**config.mk**
```make
export PLATFORM = sky130hd
export DESIGN_NAME = rgb_cmp_pwm
export DESIGN_NICKNAME = d
export VERILOG_FILES = /design/src/rtl/rgb_cmp_pkg.sv /design/src/rtl/pwm_gen.sv /design/src/rtl/rgb_cmp_pwm.sv
export SDC_FILE = /design/constraint.sdc
export NUM_CORES = 1
export LEC_CHECK = 0
export ABC_AREA = 1
export CORE_AREA = 2 2 42 83
export CTS_CLUSTER_DIAMETER = 50
export DETAILED_ROUTE_END_ITERATION = 16
export DIE_AREA = 0 0 44 85
export GPL_TIMING_DRIVEN = 0
export PLACE_DENSITY = 0.69
export SLEW_MARGIN = 20
export SYNTH_ARGS = -nofsm -noshare
export SYNTH_HDL_FRONTEND = slang
export SYNTH_SLANG_ARGS = --single-unit
```
**constraint.sdc**
```tcl
create_clock -name clk -period 3 [get_ports clk]
set_input_delay 0.45 -clock clk [delete_from_list [all_inputs] [get_ports clk]]
set_output_delay 0.45 -clock clk [all_outputs]
set_load 0.02 [all_outputs]
```
**src/rtl/rgb_cmp_pkg.sv**
```systemverilog
// Shared types for the RGB comparator/PWM LED driver: compare codes,
// FSM states and the LED channel map.
package rgb_cmp_pkg;

  // Compare result codes as seen on the result port.
  typedef enum logic [1:0] {
    NONE = 2'b00,
    LT   = 2'b01,
    EQ   = 2'b10,
    GT   = 2'b11
  } cmp_res_t;

  typedef enum logic {
    IDLE = 1'b0,
    SHOW = 1'b1
  } state_t;

  // LED channel indices inside the packed LED vectors.
  localparam int NUM_CH = 3;
  localparam int CH_R   = 0;
  localparam int CH_G   = 1;
  localparam int CH_B   = 2;

  // Compare code that lights a given channel: red=A>B, green=A==B, blue=A<B.
  function automatic cmp_res_t ch_code(input int ch);
    case (ch)
      CH_R:    return GT;
      CH_G:    return EQ;
      default: return LT;
    endcase
  endfunction

endpackage

```
**src/rtl/pwm_gen.sv**
```systemverilog
// Free-running PWM counter. pwm_on is high while the count is below duty;
// wrap pulses for the single cycle in which the counter sits at its maximum,
// i.e. just before it rolls over to zero.
module pwm_gen #(
  parameter int PWM_BITS = 8
) (
  input  logic                clk,
  input  logic                rst_n,
  input  logic [PWM_BITS-1:0] duty,
  output logic                pwm_on,
  output logic                wrap
);

  logic [PWM_BITS-1:0] cnt_q;
  logic [PWM_BITS-1:0] cnt_d;

  // Counter advances every clock and wraps naturally; nothing else clears it.
  always_comb begin
    cnt_d = cnt_q + PWM_BITS'(1);
  end

  // Counter register.
  always_ff @(posedge clk or negedge rst_n) begin
    if (!rst_n) begin
      cnt_q <= '0;
    end else begin
      cnt_q <= cnt_d;
    end
  end

  assign pwm_on = (cnt_q < duty);
  assign wrap   = &cnt_q;

endmodule

```
**src/rtl/rgb_cmp_pwm.sv**
```systemverilog
// RGB LED comparator driver: accepts an operand pair over valid/ready,
// latches the unsigned compare result and a PWM duty, and shows the result
// on one LED channel for at least HOLD_CYCLES clocks.
// Optional feature: define RGB_CMP_BLINK_EN to make the green (A==B)
// channel blink, toggling on every PWM period wrap.
module rgb_cmp_pwm #(
  parameter int WIDTH       = 4,
  parameter int PWM_BITS    = 8,
  parameter int HOLD_CYCLES = 16
) (
  input  logic                clk,
  input  logic                rst_n,
  input  logic                in_valid,
  output logic                in_ready,
  input  logic [WIDTH-1:0]    a,
  input  logic [WIDTH-1:0]    b,
  input  logic [PWM_BITS-1:0] duty,
  output logic [1:0]          result,
  output logic                led_r,
  output logic                led_g,
  output logic                led_b
);

  import rgb_cmp_pkg::*;

  // Hold counter only needs to represent HOLD_CYCLES-1.
  localparam int            HW        = (HOLD_CYCLES > 1) ? $clog2(HOLD_CYCLES) : 1;
  localparam logic [HW-1:0] HOLD_LOAD = HW'(HOLD_CYCLES - 1);

  state_t              state_q, state_d;
  cmp_res_t            result_q, result_d;
  cmp_res_t            cmp_now;
  logic [PWM_BITS-1:0] duty_q, duty_d;
  logic [HW-1:0]       hold_q, hold_d;
  logic                rdy_q, rdy_d;
  logic                accept;
  logic                pwm_on;
  logic                pwm_wrap;
  logic [NUM_CH-1:0]   ch_en;
  logic [NUM_CH-1:0]   led_d;
  logic [NUM_CH-1:0]   led_q;

  // Ready is registered so it stays low while reset is asserted and rises
  // on the first clock after release.
  assign accept = in_valid && rdy_q;

  // Full-width unsigned compare of the incoming operands.
  always_comb begin
    if (a > b) begin
      cmp_now = GT;
    end else if (a == b) begin
      cmp_now = EQ;
    end else begin
      cmp_now = LT;
    end
  end

  // Next-state logic: an accept (re)loads result, duty and the hold timer;
  // otherwise the timer counts down and saturates at zero.
  always_comb begin
    state_d  = state_q;
    result_d = result_q;
    duty_d   = duty_q;
    hold_d   = hold_q;
    case (state_q)
      IDLE: begin
        if (accept) begin
          state_d  = SHOW;
          result_d = cmp_now;
          duty_d   = duty;
          hold_d   = HOLD_LOAD;
        end
      end
      SHOW: begin
        if (accept) begin
          result_d = cmp_now;
          duty_d   = duty;
          hold_d   = HOLD_LOAD;
        end else if (hold_q != '0) begin
          hold_d = hold_q - HW'(1);
        end
      end
      default: begin
        state_d = IDLE;
      end
    endcase
    rdy_d = (state_d == IDLE) || (hold_d == '0);
  end

  // FSM, result, duty and hold timer registers.
  always_ff @(posedge clk or negedge rst_n) begin
    if (!rst_n) begin
      state_q  <= IDLE;
      result_q <= NONE;
      duty_q   <= '0;
      hold_q   <= '0;
      rdy_q    <= 1'b0;
    end else begin
      state_q  <= state_d;
      result_q <= result_d;
      duty_q   <= duty_d;
      hold_q   <= hold_d;
      rdy_q    <= rdy_d;
    end
  end

  pwm_gen #(
    .PWM_BITS (PWM_BITS)
  ) u_pwm (
    .clk    (clk),
    .rst_n  (rst_n),
    .duty   (duty_q),
    .pwm_on (pwm_on),
    .wrap   (pwm_wrap)
  );

`ifdef RGB_CMP_BLINK_EN
  logic blink_q, blink_d;

  // Blink phase restarts lit on every accept, then flips each PWM wrap while showing EQ.
  always_comb begin
    blink_d = blink_q;
    if (accept) begin
      blink_d = 1'b1;
    end else if (pwm_wrap && (result_q == EQ)) begin
      blink_d = ~blink_q;
    end
  end

  // Blink phase register.
  always_ff @(posedge clk or negedge rst_n) begin
    if (!rst_n) begin
      blink_q <= 1'b1;
    end else begin
      blink_q <= blink_d;
    end
  end

  // Only green is gated by the blink phase.
  always_comb begin
    ch_en       = '1;
    ch_en[CH_G] = blink_q;
  end
`else
  logic unused_wrap;
  assign unused_wrap = pwm_wrap;
  assign ch_en       = '1;
`endif

  // One LED per compare code; at most one matches, NONE lights nothing.
  genvar gi;
  for (gi = 0; gi < NUM_CH; gi++) begin : g_led
    localparam cmp_res_t CODE = ch_code(gi);
    assign led_d[gi] = pwm_on && (result_q == CODE) && ch_en[gi];
  end

  // LED output registers.
  always_ff @(posedge clk or negedge rst_n) begin
    if (!rst_n) begin
      led_q <= '0;
    end else begin
      led_q <= led_d;
    end
  end

  assign in_ready = rdy_q;
  assign result   = result_q;
  assign led_r    = led_q[CH_R];
  assign led_g    = led_q[CH_G];
  assign led_b    = led_q[CH_B];

endmodule
```
======== Yosys cells after proc, flatten, opt, wreduce, memory -nomap -nowiden ========
Cells that the tools add are included.
word-level totals
  register bits after elaboration ......... 27
  input bits .............................. 19
  output and inout bits ................... 6
  logic and storage cells ................. 34
cells by class
  $add $sub $neg .......................... 2
  order comparisons ....................... 2
  equal/unequal tests ..................... 4
  muxes and demuxes ....................... 10
  bitwise logic cells ..................... 2
  reduce and logical (&&, ||, !) cells .... 7
operators by type and width
  kind                                                                count
  4-bit two-way mux                                                   3
  8-bit by 1-bit adder with 8-bit output, second input constant       1
  8-bit < comparator                                                  1
  8-bit two-way mux                                                   1
  4-bit case mux with 2 select lines                                  1
  2-bit two-way mux                                                   3
  2-bit == test, second input constant                                2
  4-bit == test                                                       1
  4-bit > comparator                                                  1
  1-bit logical AND                                                   4
  4-bit zero test                                                     1
  4-bit nonzero test                                                  1
  4-bit by 1-bit subtractor with 4-bit output, second input constant  1
  2-bit by 1-bit == test with 1-bit output, second input constant     1
  1-bit two-way mux                                                   2
  1-bit inverter                                                      2
  1-bit logical OR                                                    1

======== Longest topological paths before layout ========
Gate-level depths: netlist (run 1).
  depth in word-level cells ............... 6
  depth in mapped cells ................... 10
  depth with buffers taken out ............ 10

======== By module ========
From an unflattened synthesis (run 1), not the netlist that was laid out.
second synthesis, totals
  cell total of the unflattened synthesis .. 163
  area total of the unflattened synthesis .. 1407.6 um^2
by module, submodules not included
  module       instances  cells an instance  area an instance (um^2)  sequential area each (um^2)
  rgb_cmp_pwm  1          106                905.9                    475.5
  pwm_gen      1          57                 501.7                    200.2

======== Least setup slack after synthesis (run 1) ========
Ideal clock, no wire load.
  path type ............................... input to register
  start point ............................. in b[3]
  end point ............................... reg result_q[1], in the netlist result[1]
  setup time .............................. 120 ps
  data arrival time ....................... 1157 ps
  required time ........................... 2880 ps
  setup slack ............................. 1723 ps
  stages .................................. 8
  path buffers ............................ 0
  path through ............................ inv_1 > ha_1 > nand2_1 > nor2_1 > nor2_1 > o211ai_1 > o21ai_0 > inv_1
on the way
  cells in the longest elaborated chain, start to end .. 4
  elaborated cells on any way between the ends .. 5
  those cells by class .................... 1 x order compare; 1 x eq/ne; 3 x mux
ends and longest elaborated chain
  what                                                        RTL line                              RTL
  from (decl)                                                 rgb_cmp_pwm.sv:16                     input logic [WIDTH-1:0] b,
  branches (longest 2 deep; another with 4-bit > comparator)  -
  2-bit two-way mux *                                         rgb_cmp_pwm.sv:49                     if (a > b) begin
  2-bit two-way mux *                                         rgb_cmp_pwm.sv:67, rgb_cmp_pwm.sv:75
  to (signal assigned)                                        rgb_cmp_pwm.sv:100                    result_q <= result_d;
  to (decl)                                                   rgb_cmp_pwm.sv:31                     cmp_res_t result_q, result_d;
Mark *: on every way between the ends. The select of a mux whose other input is x is not followed.
A chain may end at the register's enable or synchronous reset.

======== Final worst setup path (run 1) ========
  start point ............................. reg result_q[1], in the netlist result[1]
  end point ............................... out result[1]
RTL lines
  what       RTL line           RTL
  to (decl)  rgb_cmp_pwm.sv:18  output logic [1:0] result,
No word-level cell between the ends.

==> impl_results.md, run 1 <==
- Post_cts resized: 0
- Synthesized cell area: 1340 um^2
- Detail Route Antenna Nets: 0
- Cell accounting for the most synthesized area: dfrtp_1
- CTS buffer count: 3
- CP bufs+invs: 1
- Slew Limit Fails: 0
- Postcts setup bufs: 0
- Minimum clock period after layout: 1760 ps
- CP Max Fanout: 5
- GR Util All Layers: 0.166
- Largest net degree at the start of global routing: 28
- Yosys cell types: 18
- Routed length per instance: 12.6 um
- Setup violators final: 0
- # hold bufs at CTS: 0
- Post-synthesis sequential area ratio: 0.503
- Total congestion overflow: 0
- I/O Buffers: 24
- CTS Sinks: 27
- Final Non-Filler Cells: 210
- Area grow syn2layout: 23.9%
- WS Path Type: flip-flop to output pin
- Initial DRC count: 17
- Initial antenna violation count: 0
- Latest clock arrival within the worst-skew pair: approximately 270 ps
- Total Nets Final: between 200 and 250
- Clk buf depth: 2
- Highest Signal Layer: met4
- Max Cap Viol: 0
- Synthesized flop and latch total: 27
- Worst Setup SP: result[1]
- Synth Area in Adders: 0.121
- DRC viols: 0
- Gpl congestion: around 0.8
- Worst Hold Class: input pin to asynchronous set/reset pin
- Cell Rows: 29
- Final Hold Vio Count: 0
- Detail Route met3 WL: approximately 70 um
- Core Region: ~3100 um^2
- CTS H-tree depth: 1
- Status: complete, no violations
- Compound-Gate Fraction of Synth Area: 0.0801
- Rel. slew slack: 0.611
- Leakage Power: approximately 0.00086 uW
- Vias in the first global route: 1,150
- Cell Pwr Density: approximately 760 nW/um^2
- Part of the cycle the worst path needs: 0.587
- Reg2Reg Setup Slack: between 1500 and 2000 ps
- Vias: about 1,100
- DRT Wirelength: about 2700 um
- Simple-gate share of the synthesized area: 0.183
- Detailed Routing Iterations Pass 1: 4
- Met2 wire len: roughly 1600 um
- CTS tree: done
- Worst R2R Path Depth: 10
- Main area contributors after synthesis: dfrtp_1 50%, ha_1 12%, nand2_1 9.8%
- Global-route wire length before repair: ~4700 um
- Post-DP HPWL: between 2000 and 2500 um
- Worst Max-Slew Pin Slew: around 580 ps
- Main combinational cell family by area after synthesis: simple AND/OR/NAND/NOR gates
- Starting Density: 0.430
- Cell Chain, Critical Path: clkdlybuf4s50_1
- Synth warn: 0
- Reg2reg start: hold_q[0]
- Fmax: ~570 MHz
- Metal-1 WL: 977 um
- FF/Latch Area: ~680 um^2
- CTS clk-pin slew, worst paths: about 90 ps
- Synth top area share: 0.503
- Critical path's slowest cell: clkdlybuf4s50_1
- Area occupied by multi-input gates: about 570 um^2
- Die Ht: between 80 and 90 um
- Full die area: 3740 um^2
- Peak supply drop: roughly 0.00042 V
- Synth Area in XOR/XNOR: 0.0391
- Post-synthesis average cell area: just under 9 um^2
- Average via count per standard cell: approximately 5.0
- Setup Total Neg Slack: 0 ps
- RSZ-0062 raised after global routing: no
- Largest stage delay on the critical path: 640 ps
- Gate Count Post-Synth: roughly 150
- DP Cell Count: about 200
- Delay-heaviest family, CP: buffers and inverters
- Fill cells: ~300
- Share of layout cells above drive strength 1: 0.0559
- Mux cell area share after synthesis: 0
- Worst EP arrival: roughly 1300 ps
- R2r endpoint: in_ready
- CP Launch Type: flip-flop
- Die Wd: about 44 um
- IO Pins: 25
- Diodes inserted: 0
- Worst Path Required: approximately 2600 ps
- Clock root cell: clkbuf_8
- Critical path capture point type: output pin
- Net count after synthesis: about 180
- Clock Skew: 5.23 ps
[stage by stage]
stage | utilization | hold slack (ps) | worst slack [ps] | area (um^2) | power (uW)
finish | 0.533 | 173 | 1240 | 1660 | 1260
global route | 0.533 | 208 | 1180 | 1660 | 1380
CTS | 0.533 | 187 | 1240 | 1660 | 1280
detailed placement | 0.518 | 477 | 1130 | 1620 | 1070
global placement | 0.520 | 482 | 1160 | 1620 | 1030
floorplan | - | 154 | 1720 | 1340 | 881
[flip-flops by register name, summed over array words and instances (netlist names)]
register     count
duty_q           8
u_pwm.cnt_q      8
hold_q           4
led_q            3
result           2
in_ready         1
state_q          1
[report_power, final]
group          total (uW)  switching, uW  internal [uW]
logic                 521            301            221
clock network         200            107           92.9
registers             539           58.5            481
[worst max-delay path by stage]
stage	endpoint	cells after the start
floorplan	result[1]	8
global placement	u_pwm.cnt_q[0]	1
detailed placement	result[1]	9
CTS	result[1]	1
global route	result[1]	1
finish	result[1]	1
[worst reg2reg max path: stages, from the launching register on]
cell     delay [ps]
dfrtp_1         390
inv_1           110
ha_1            210
nand2_1          90
nand2_1          70
nand2_1          50
nor2_1          140
nand2_1          70
nor2_1           80
nand2_1          60
nand2_1          60
[Yosys cell counts, drive strengths merged]
library cell	instances
nand2	36
dfrtp	27
inv	25
ha	13
nor2	11
o21ai	10
a21oi	7
nand3	7
nand4	3
xnor2	3
xor2	3
or2	2
buf	1
o211ai	1
o21a	1
o21bai	1
[routing by layer]
layer,vias up,global-route usage
met2,11,0.321
met1,514,0.165
met5,-,0
met3,2,0.0213
met4,0,0.0661
li1,530,-
[cells by family after synthesis]
logic type	after synthesis
flops	27
xor+xnor	6
simple gates	59
compound gates	20
fa+ha+maj	13
buf+inv	26
[layout make-up]
class / instances / area share
plain buffers: 1 / 0.00301
clock buffers: 3 / 0.0248
clock inverters: 1 / 0.00301
inverters: 25 / 0.0564
multi-input cells: 98 / 0.342
flip-flops and latches: 27 / 0.406
well taps: 31 / 0.0233
repair buffers: 24 / 0.141
[cells in the final DEF (no fill, tap or decap), types with 3 or more instances in the layout]
cell / n
inv_1: 24
nand3_1: 7
xnor2_1: 3
o21ai_0: 10
ha_1: 13
nor2_1: 11
nand2_1: 35
dfrtp_1: 27
clkdlybuf4s50_1: 23
nand4_1: 3
clkbuf_8: 3
a21oi_1: 7
xor2_1: 3
(Power assumes the default switching activity.)
==> run 2, diff against run 1 <==
Clock period 3 ns to 1.85 ns, I/O delays scaled along.
==> results of run 2 <==
The final DEF is identical to that of run 1. Status: complete, no violations.
Among the figures that moved: setup slack after placement 1130 ps -> 150 ps; setup slack after layout 1240 ps -> 263 ps; hold slack 173 ps -> 0.0353 ps; register-to-register setup slack 1630 ps -> 480 ps; total power 1260 uW -> 2040 uW; worst IR drop on VDD 0.000422 V -> 0.000685 V
